## src/rtl/acc64_seq.sv

```systemverilog
// Sequential accumulator: sums a programmed number of operand beats (each with its
// own carry-in) and hands the final sum, carry and sticky overflow to a consumer.
//
// state  | meaning
// IDLE   | waiting for start; outputs hold the previous run's result
// ACC    | accepting operand beats until rem reaches zero
// DONE   | result presented, waiting for out_ready
module acc64_seq #(
   parameter int WIDTH = 64,
   parameter int CNT_W = 8
) (
   input  logic             clk,
   input  logic             rst,
   input  logic             start,
   input  logic [CNT_W-1:0] len,
   input  logic             in_valid,
   input  logic [WIDTH-1:0] in_data,
   input  logic             in_cin,
   output logic             in_ready,
   output logic             out_valid,
   input  logic             out_ready,
   output logic [WIDTH-1:0] out_sum,
   output logic             out_carry,
   output logic             out_ovf,
   output logic [CNT_W-1:0] out_cnt,
   output logic             busy
);

   typedef enum logic [1:0] {
      S_IDLE = 2'd0,
      S_ACC  = 2'd1,
      S_DONE = 2'd2
   } state_t;

   state_t           state;
   logic [CNT_W-1:0] rem;
   logic [WIDTH:0]   sum_full;

   // The accumulator itself is the adder's first operand; the carry-out is only reported.
   assign sum_full = {1'b0, out_sum} + {1'b0, in_data} + (WIDTH+1)'(in_cin);

   always_ff @(posedge clk) begin
      if (rst) begin
         state     <= S_IDLE;
         rem       <= '0;
         out_sum   <= '0;
         out_carry <= 1'b0;
         out_ovf   <= 1'b0;
         out_cnt   <= '0;
         in_ready  <= 1'b0;
         out_valid <= 1'b0;
         busy      <= 1'b0;
      end else begin
         case (state)
            S_IDLE: begin
               if (start) begin
                  out_sum   <= '0;
                  out_carry <= 1'b0;
                  out_ovf   <= 1'b0;
                  out_cnt   <= '0;
                  rem       <= len;
                  busy      <= 1'b1;
                  if (len != '0) begin
                     state    <= S_ACC;
                     in_ready <= 1'b1;
                  end else begin
                     state     <= S_DONE;
                     out_valid <= 1'b1;
                  end
               end
            end
            S_ACC: begin
               if (in_valid) begin
                  out_sum   <= sum_full[WIDTH-1:0];
                  out_carry <= sum_full[WIDTH];
                  out_ovf   <= out_ovf | sum_full[WIDTH];
                  out_cnt   <= out_cnt + 1'b1;
                  rem       <= rem - 1'b1;
                  if (rem == CNT_W'(1)) begin
                     state     <= S_DONE;
                     in_ready  <= 1'b0;
                     out_valid <= 1'b1;
                  end
               end
            end
            S_DONE: begin
               if (out_ready) begin
                  state     <= S_IDLE;
                  out_valid <= 1'b0;
                  busy      <= 1'b0;
               end
            end
            default: begin
               state     <= S_IDLE;
               in_ready  <= 1'b0;
               out_valid <= 1'b0;
               busy      <= 1'b0;
            end
         endcase
      end
   end

endmodule

```

## config.mk

```make
export PLATFORM = sky130hd
export DESIGN_NAME = acc64_seq
export DESIGN_NICKNAME = d
export VERILOG_FILES = /design/src/rtl/acc64_seq.sv
export SDC_FILE = /design/constraint.sdc
export NUM_CORES = 1
export LEC_CHECK = 0
export BUFFER_PORTS_ARGS = -buffer_cell sky130_fd_sc_hd__buf_4
export CORE_AREA = 8 8 127 129
export CTS_CLUSTER_DIAMETER = 30
export CTS_CLUSTER_SIZE = 40
export DETAILED_ROUTE_END_ITERATION = 8
export DIE_AREA = 0 0 135 137
export PLACE_DENSITY_LB_ADDON = 0.08
export RECOVER_POWER = 50
export SLEW_MARGIN = 20
export SYNTH_ARGS = -nofsm -noshare
export SYNTH_HDL_FRONTEND = slang
export SYNTH_SLANG_ARGS = --single-unit
```

## constraint.sdc

```tcl
create_clock -name clk -period 3.5 [get_ports clk]
set_input_delay 0.7 -clock clk [delete_from_list [all_inputs] [get_ports clk]]
set_output_delay 0.7 -clock clk [all_outputs]
set_load 0.005 [all_outputs]
```

### After elaboration in Yosys (flattened, before gate mapping)

Cells that the tools add are included.

| operators by class | value |
|---|---|
| multiplexer cells | 33 |
| reduce and logical (&&, ||, !) cells | 8 |
| add/sub/neg operators | 4 |
| equality and inequality tests | 9 |
| bitwise gates (word level) | 3 |

Operators by type and width:

| operator | number |
|---|---|
| two-way mux 64 bit | 2 |
| case mux 64 bit (2 select lines) | 1 |
| adder 64 x 64 -> 65 bit | 1 |
| adder 65 x 1 -> 65 bit | 1 |
| two-way mux 8 bit | 4 |
| case mux 8 bit (2 select lines) | 2 |
| two-way mux 1 bit | 13 |
| != test 2 bit, second input constant | 6 |
| two-way mux 2 bit | 5 |
| AND reduction 5 bit | 2 |
| case mux 1 bit (3 select lines) | 3 |
| adder 8 x 1 -> 8 bit, second input constant | 1 |
| equality test 8 x 1 -> 1 bit, second input constant | 1 |
| nonzero test 8 bit | 1 |
| subtractor 8 x 1 -> 8 bit, second input constant | 1 |
| case mux 2 bit (3 select lines) | 1 |
| AND reduction 3 bit | 2 |
| case mux 1 bit (2 select lines) | 2 |
| AND reduction 4 bit | 1 |
| equality test 2 x 1 -> 1 bit, second input constant | 1 |
| equality test 2 bit, second input constant | 1 |
| logical NOT 2 bit | 1 |
| NOT 1 bit | 2 |
| nonzero test 2 bit | 1 |
| bitwise OR 1 bit | 1 |

| word-level totals | value |
|---|---|
| bits in registers | 87 |
| input bits | 78 |

### Longest topological paths before layout

Gate-level depths: netlist of the first run.

| logic depth | value |
|---|---|
| word-level depth | 5 |
| depth in mapped cells | 13 |

### Worst setup path after synthesis of the first run

Ideal clock, no wire load.

| timing | value |
|---|---|
| path kind | input -> register |
| start | in in_data[0] |
| end | reg out_sum[42] |
| setup slack | 0.342 ns |
| library setup time | 0.117 ns |
| arrival time | 3.041 ns |
| stages | 13 |
| buffers on the path | 0 |
| cells stage by stage | fa_1 inv_1 fa_1 nor2b_1 o31a_1 o31a_1 o21bai_1 a211oi_2 o211ai_1 a21oi_1 o21bai_1 nand3_1 a32o_1 |

| on the way | value |
|---|---|
| cells in the longest elaborated chain, start to end | 4 |

RTL lines:

| element | RTL line | text |
|---|---|---|
| start: declaration | 17 | `input logic [WIDTH-1:0] in_data,` |
| adder 64 x 64 -> 65 bit | 40 | `assign sum_full = {1'b0, out_sum} + {1'b0, in_data} + (WIDTH+1)'(in_cin);` |
| adder 65 x 1 -> 65 bit | 40 |  |
| two-way mux 64 bit | 73 | `if (in_valid) begin` |
| case mux 64 bit (2 select lines) | 54 | `case (state)` |
| end signal: assignment | 74 | `out_sum <= sum_full[WIDTH-1:0];` |
| end: declaration | 22 | `output logic [WIDTH-1:0] out_sum,` |

No other way between the ends. The select of a mux whose other input is x is not followed.
A chain may end at the register's enable or synchronous reset.

### Final worst setup path of the first run

| timing | value |
|---|---|
| start | in in_data[0] |
| end | reg out_sum[50] |

Same word-level chain as after synthesis.

==> impl_summary.txt, run 1 <==
----------------------------------------------------
[Logic synthesis]
  Top area cells in the synthesized netlist ... sky130_fd_sc_hd__dfxtp_1 25%, sky130_fd_sc_hd__ha_1 12%, sky130_fd_sc_hd__a21oi_1 6.4%, sky130_fd_sc_hd__o21ai_0 4.9%, sky130_fd_sc_hd__nand2_1 4.9%
  Netlist area before placement ... 0.006907 sq mm
  EDFF count, synth ... 0
  Synthesized net count ... 1042
  Cell taking the most area after synthesis ... sky130_fd_sc_hd__dfxtp_1
  Most used DFF post-synth ... sky130_fd_sc_hd__dfxtp_1
  Area share of the leading cell type in the synthesized netlist ... 25.22%
  Register area share after synthesis ... 25.22%
  Cells after synthesis ... 896
  FF+latch count, synth ... 87
  Share of synthesized registers carrying an async set or reset ... 0%
  Unique masters post-synth ... 74
  Syn avg cell area ... 7.708 sq um
  Synth warnings ... 0

[Outcome]
  Status ... finished, final reports clean

[Final layout]
  Share of post-route cells with drive strength above 1 ... 21.09%
  Relative area change from synthesis to final layout ... 25.65%
  Share of the core filled with cells in the final layout ... 61.10%
  Register area ... 0.001742 sq mm
  Antenna cells ... 0
  Highest-count cells in the layout ignoring fill and taps ... 117 x sky130_fd_sc_hd__buf_4, 90 x sky130_fd_sc_hd__nand2_1, 89 x sky130_fd_sc_hd__a21oi_1, 87 x sky130_fd_sc_hd__dfxtp_1, 81 x sky130_fd_sc_hd__nor2_1
  FILL cells ... 1397
  Area occupied by multi-input gates ... 0.004851 sq mm
  Most common cell after layout, fill and taps aside ... sky130_fd_sc_hd__buf_4
  Count of nets after finishing ... 1203
  Final non-filler cell area ... 0.008678 sq mm

[GRT]
  GR Layer Usage met2 ... 37.85%
  Met1 GRT Util ... 28.77%
  Total routing usage reported by global routing ... 22.62%
  Pin count of the biggest net entering global routing ... 45
  GRT busiest layer ... met2
  Initial antenna violation count ... 0
  Wire length of the first global-routing pass ... 34.28 mm
  Vias in the first global route ... 6883
  Overflow left after global routing ... 0
  Met3 usage in global routing ... 4.626%

[Clocking]
  Clk_lat worst skew ... 0.35 ns
  Post-cts hold buffer count ... 0
  Cell chosen for the clock root ... sky130_fd_sc_hd__clkbuf_16
  # resized after CTS ... 0
  Maximum count of clock buffers along a single path ... 2
  Setup Buffers After CTS ... 0
  Register clock-pin slew on the reported worst setup and hold paths ... 0.07 ns
  Deepest level of the CTS H-tree ... 3
  CTS tree ... done
  # clock sinks ... 87
  Clock buffers created by TritonCTS ... 9

[Timing]
  Share of the cycle needed by the critical path after routing ... 91.88%
  Final setup viols ... 0
  Pins over their slew limit ... 0
  Count of endpoints failing hold in the final timing report ... 0
  Highest clock rate ... 0.3110 GHz
  Transition time of the tightest slew-check pin ... 0.8702 ns
  Fin worst setup slack ... 0.2842 ns
  Period minus WS final ... 3.216 ns
  Setup repair after global routing missed its margin ... no
  Minimum hold slack ... 0.4557 ns
  Tightest slew margin relative to the limit ... 41.99%
  Max Clock Skew ... 0.009982 ns
  Accumulated negative setup slack ... 0 ns

[Detailed routing]
  Via density per instance ... 5.730
  Total detailed-routing wirelength ... 21.15 mm
  Routed length per instance ... 16.97 microns
  DRC violation count after routing ... 0
  Antenna viol nets, final ... 0
  Total via count in the routed design ... 7139
  Violation count after the first detailed-routing iteration ... 485
  Number of detailed-route iterations in the first pass ... 5

[Floorplan]
  Die extent in x ... 135 microns
  Io pins ... 155
  Core Box Area ... 0.01420 sq mm
  Total die area ... 0.01850 sq mm
  Site Rows ... 44
  Die Height ... 137 microns
  Initial core utilization ... 48.63%

[Worst setup path]
  Arr. time, crit path ... 3.45 ns
  Number of buffer and inverter instances along the worst setup path ... 2
  Cell with the biggest individual delay on the critical path ... sky130_fd_sc_hd__fa_1
  Largest fanout on the critical path ... 3
  Crit path largest cell delay ... 0.44 ns
  Class of the most critical setup path ... primary input to flip-flop
  Required time at the worst-slack endpoint ... 3.73 ns
  Nature of the critical path endpoint ... flip-flop
  Critical path, cell by cell ... buf_4 > fa_1 > inv_1 > fa_1 > nor2b_1 > o31a_1 > o31ai_1 > a21oi_1 > o21ai_2 > nand3_4 > a221o_1 > a21oi_1 > xor2_1 > o21ai_1
  Type of element launching the critical path ... primary input
  Kind of cell adding the most delay to the critical path ... compound AO/OA/AOI/OAI gates

[Place]
  Placed instance area ... 0.008384 sq mm
  RD Place Congestion ... 0.9132
  Post-placement worst setup slack ... -0.05009 ns
  Number of buffer cells added on primary ports ... 154
  HPWL after detailed placement ... 16.45 mm

[Pwr]
  Pwr/cell area ... 365.1 mW/mm^2
  Static power due to leakage ... 3.941 nW
  Highest ir drop seen on vdd ... 0.0002362 V

[Run]
  Max-Cap Viols ... 0

[Worst hold path]
  Worst Hold Class ... flip-flop to flip-flop

----------------------------------------------------
==> state kept, by name (all words and copies together) (netlist names) <==
name,flops
rem,8
out_valid,1
state,2
out_sum,64
out_carry,1
out_ovf,1
busy,1
out_cnt,8
in_ready,1
==> power by group <==
group	internal, mW	total [mW]	switching (mW)
clock network	0.571	1.05	0.481
registers	1.06	1.12	0.0643
logic	0.436	0.996	0.559
total	2.06	3.17	1.10
==> final timing paths <==
| check | slack [ns] | start | depth (start not counted) | end |
|---|---|---|---|---|
| setup / recovery | 0.28 | in_data[0] | 14 | out_sum[50]$_SDFFE_PP0P_ |
| hold reg to reg | 0.46 | out_carry$_SDFFE_PP0P_ | 1 | out_carry$_SDFFE_PP0P_ |
| hold / removal | 0.46 | out_carry$_SDFFE_PP0P_ | 1 | out_carry$_SDFFE_PP0P_ |
| setup reg to reg | 0.41 | out_sum[0]$_SDFFE_PP0P_ | 13 | out_ovf$_SDFFE_PP0P_ |
==> synthesized netlist by cell type (20+ instances only) <==
| library cell | n |
|---|---|
| sky130_fd_sc_hd__a21o_1 | 36 |
| sky130_fd_sc_hd__a21oi_1 | 89 |
| sky130_fd_sc_hd__a22oi_1 | 22 |
| sky130_fd_sc_hd__clkbuf_1 | 22 |
| sky130_fd_sc_hd__dfxtp_1 | 87 |
| sky130_fd_sc_hd__ha_1 | 66 |
| sky130_fd_sc_hd__inv_1 | 26 |
| sky130_fd_sc_hd__nand2_1 | 90 |
| sky130_fd_sc_hd__nand4_1 | 21 |
| sky130_fd_sc_hd__nor2_1 | 82 |
| sky130_fd_sc_hd__nor3_1 | 20 |
| sky130_fd_sc_hd__o21ai_0 | 68 |
| sky130_fd_sc_hd__xnor2_1 | 27 |
| sky130_fd_sc_hd__xor2_1 | 33 |
==> layer usage <==
layer | part of all wire [%] | routed length [microns]
met1 | 47 | 9845
met4 | 1.4 | 294
met2 | 47 | 9853
met5 | 0 | 0
met3 | 5.5 | 1153
==> final cells by class <==
| class | instances | area share, % |
|---|---|---|
| clock inverter | 7 | 0.9948 |
| tap | 184 | 2.653 |
| sequential | 87 | 20.07 |
| multi-input combinational | 737 | 55.90 |
| clock buffer | 9 | 2.595 |
| inverter | 26 | 1.125 |
| timing repair buffer | 196 | 16.67 |
==> through the flow <==
| stage | total power, mW | cells |
|---|---|---|
| after floorplan | 1.778 | 896 |
| after global placement | 2.126 | 1229 |
| after detailed placement | 2.128 | 1229 |
| after CTS | 3.185 | 1245 |
| after global routing | 3.351 | 1246 |
| final | 3.168 | 1246 |
==> logic make-up after synthesis <==
group	count (synthesis)	share of synthesized area, %
buf+inv	72	4.656
simple gates	283	19.47
xor+xnor	60	7.609
fa+ha+maj	68	12.54
compound gates	326	30.51
flops	87	25.22
Power figures use the tool's default switching activity.
==> run 2, diff against run 1 <==
- CTS_CLUSTER_SIZE: 40 -> 14
- RECOVER_POWER: 50 -> 25
==> impl_summary.txt, run 2 (synthesized netlist as in run 1, its figures left out) <==
----------------------------------------------------
[Clocking]
  Clock buffers created by TritonCTS ... 9
  CTS tree ... done
  Setup Buffers After CTS ... 0
  Clk_lat worst skew ... 0.35 ns
  # clock sinks ... 87
  # resized after CTS ... 0
  Maximum count of clock buffers along a single path ... 2
  Post-cts hold buffer count ... 0
  Deepest level of the CTS H-tree ... 3
  Register clock-pin slew on the reported worst setup and hold paths ... 0.07 ns
  Cell chosen for the clock root ... sky130_fd_sc_hd__clkbuf_16

[Timing]
  Period minus WS final ... 3.226 ns
  Transition time of the tightest slew-check pin ... 0.8644 ns
  Tightest slew margin relative to the limit ... 42.37%
  Pins over their slew limit ... 0
  Count of endpoints failing hold in the final timing report ... 0
  Fin worst setup slack ... 0.2740 ns
  Minimum hold slack ... 0.4563 ns
  Max Clock Skew ... 0.01029 ns
  Setup repair after global routing missed its margin ... no
  Accumulated negative setup slack ... 0 ns
  Final setup viols ... 0
  Share of the cycle needed by the critical path after routing ... 92.17%
  Highest clock rate ... 0.3100 GHz

[Pwr]
  Fraction of power consumed by the clock network ... 33.1%
  Combinational group share of total power ... 31.6%
  Final total power ... 3.170 mW
  Switching fraction of total power ... 34.75%
  Cell internal pwr ... 2.068 mW
  Pwr/cell area ... 364.1 mW/mm^2
  Static power due to leakage ... 3.989 nW
  Highest ir drop seen on vdd ... 0.0002370 V
  Seq pwr share ... 35.4%
  Sw Pwr ... 1.101 mW

[Worst setup path]
  Type of element launching the critical path ... primary input
  Arr. time, crit path ... 3.46 ns
  Required time at the worst-slack endpoint ... 3.73 ns
  Class of the most critical setup path ... primary input to flip-flop
  Largest fanout on the critical path ... 3
  Cells on worst reg2reg path ... 13
  Nature of the critical path endpoint ... flip-flop

[Floorplan]
  Io pins ... 155
  Site Rows ... 44
  Core Box Area ... 0.01420 sq mm
  Die Height ... 137 microns
  Initial core utilization ... 48.63%
  Total die area ... 0.01850 sq mm
  Die extent in x ... 135 microns

[Place]
  Placed instance area ... 0.008384 sq mm
  Post-placement worst setup slack ... -0.05009 ns
  Number of buffer cells added on primary ports ... 154
  Dpl cells ... 1229
  HPWL after detailed placement ... 16.45 mm
  RD Place Congestion ... 0.9132

[Outcome]
  Status ... finished, final reports clean

[GRT]
  Total routing usage reported by global routing ... 22.62%
  Pin count of the biggest net entering global routing ... 45
  Initial antenna violation count ... 0
  Overflow left after global routing ... 0
  Vias in the first global route ... 6883
  Wire length of the first global-routing pass ... 34.28 mm

[Final layout]
  Share of the core filled with cells in the final layout ... 61.28%
  Register name with the most flops ... out_sum
  FILL cells ... 1392
  Non-filler cells in the finished layout ... 1246
  Count of nets after finishing ... 1203
  Relative area change from synthesis to final layout ... 26.03%
  Antenna cells ... 0
  Highest-count cells in the layout ignoring fill and taps ... 157 x sky130_fd_sc_hd__buf_4, 90 x sky130_fd_sc_hd__nand2_1, 89 x sky130_fd_sc_hd__a21oi_1, 87 x sky130_fd_sc_hd__dfxtp_1, 81 x sky130_fd_sc_hd__nor2_1
  Largest registers ... out_sum: 64 flops, out_cnt: 8 flops, rem: 8 flops
  Final non-filler cell area ... 0.008705 sq mm
  Number of flip-flops under the largest register name ... 64
  Share of post-route cells with drive strength above 1 ... 21.75%
  Most common cell after layout, fill and taps aside ... sky130_fd_sc_hd__buf_4

[Detailed routing]
  Total detailed-routing wirelength ... 21.15 mm
  DRC violation count after routing ... 0
  Via density per instance ... 5.717
  Number of detailed-route iterations in the first pass ... 7
  Routed length per instance ... 16.98 microns
  Violation count after the first detailed-routing iteration ... 482
  Antenna viol nets, final ... 0
  Total via count in the routed design ... 7123

[Worst hold path]
  Worst Hold Class ... flip-flop to flip-flop
  Hold-critical path depth ... 1

[Run]
  Max-Cap Viols ... 0

----------------------------------------------------
## run 2: cell count changes in the layout (fill, tap and decap cells not counted), sizes merged
cell / change
clkbuf: -40
buf: +40
## run 2: layer usage
layer	up-vias	routed length (microns)	global-route usage, %
met3	24	1189	4.626
li1	3621	-	-
met5	-	0	0
met1	3269	9828	28.77
met2	209	9838	37.85
met4	0	294	6.539
## run 2: final cells by class
cell class                      count  area, sq um  share of cell area, %
Clock buffer                        9        225.2                  2.587
Clock inverter                      7        86.33                 0.9918
Inverter                           26        97.59                  1.121
Multi-Input combinational cell    737         4851                  55.73
Sequential cell                    87         1742                  20.01
Tap cell                          184        230.2                  2.645
Timing Repair Buffer              196         1473                  16.92
## run 2: worst paths after layout
path / slack [ns] / startpoint / to
max: 0.27 / in_data[0] / out_sum[50]$_SDFFE_PP0P_
min: 0.46 / out_carry$_SDFFE_PP0P_ / out_carry$_SDFFE_PP0P_
max reg2reg: 0.40 / out_sum[0]$_SDFFE_PP0P_ / out_ovf$_SDFFE_PP0P_
min reg2reg: 0.46 / out_carry$_SDFFE_PP0P_ / out_carry$_SDFFE_PP0P_
## run 2: power by group through the flow
stage          Clock, mW  Combinational, mW  Sequential [mW]
6_report            1.05               1.00             1.12
3_5_place_dp           0              0.985             1.14
4_1_cts             1.07              0.992             1.12
2_1_floorplan          0              0.651             1.13
5_1_grt             1.11               1.11             1.13
3_3_place_gp           0              0.984             1.14
## run 2: critical path, stage by stage
cell,delay (ns)
sky130_fd_sc_hd__buf_4,0.11
sky130_fd_sc_hd__fa_1,0.44
sky130_fd_sc_hd__inv_1,0.09
sky130_fd_sc_hd__fa_1,0.20
sky130_fd_sc_hd__nor2b_1,0.07
sky130_fd_sc_hd__o31a_1,0.27
sky130_fd_sc_hd__o31ai_1,0.29
sky130_fd_sc_hd__a21oi_1,0.21
sky130_fd_sc_hd__o21ai_2,0.22
sky130_fd_sc_hd__nand3_4,0.13
sky130_fd_sc_hd__a221o_1,0.32
sky130_fd_sc_hd__a21oi_1,0.17
sky130_fd_sc_hd__xor2_1,0.17
sky130_fd_sc_hd__o21ai_1,0.07
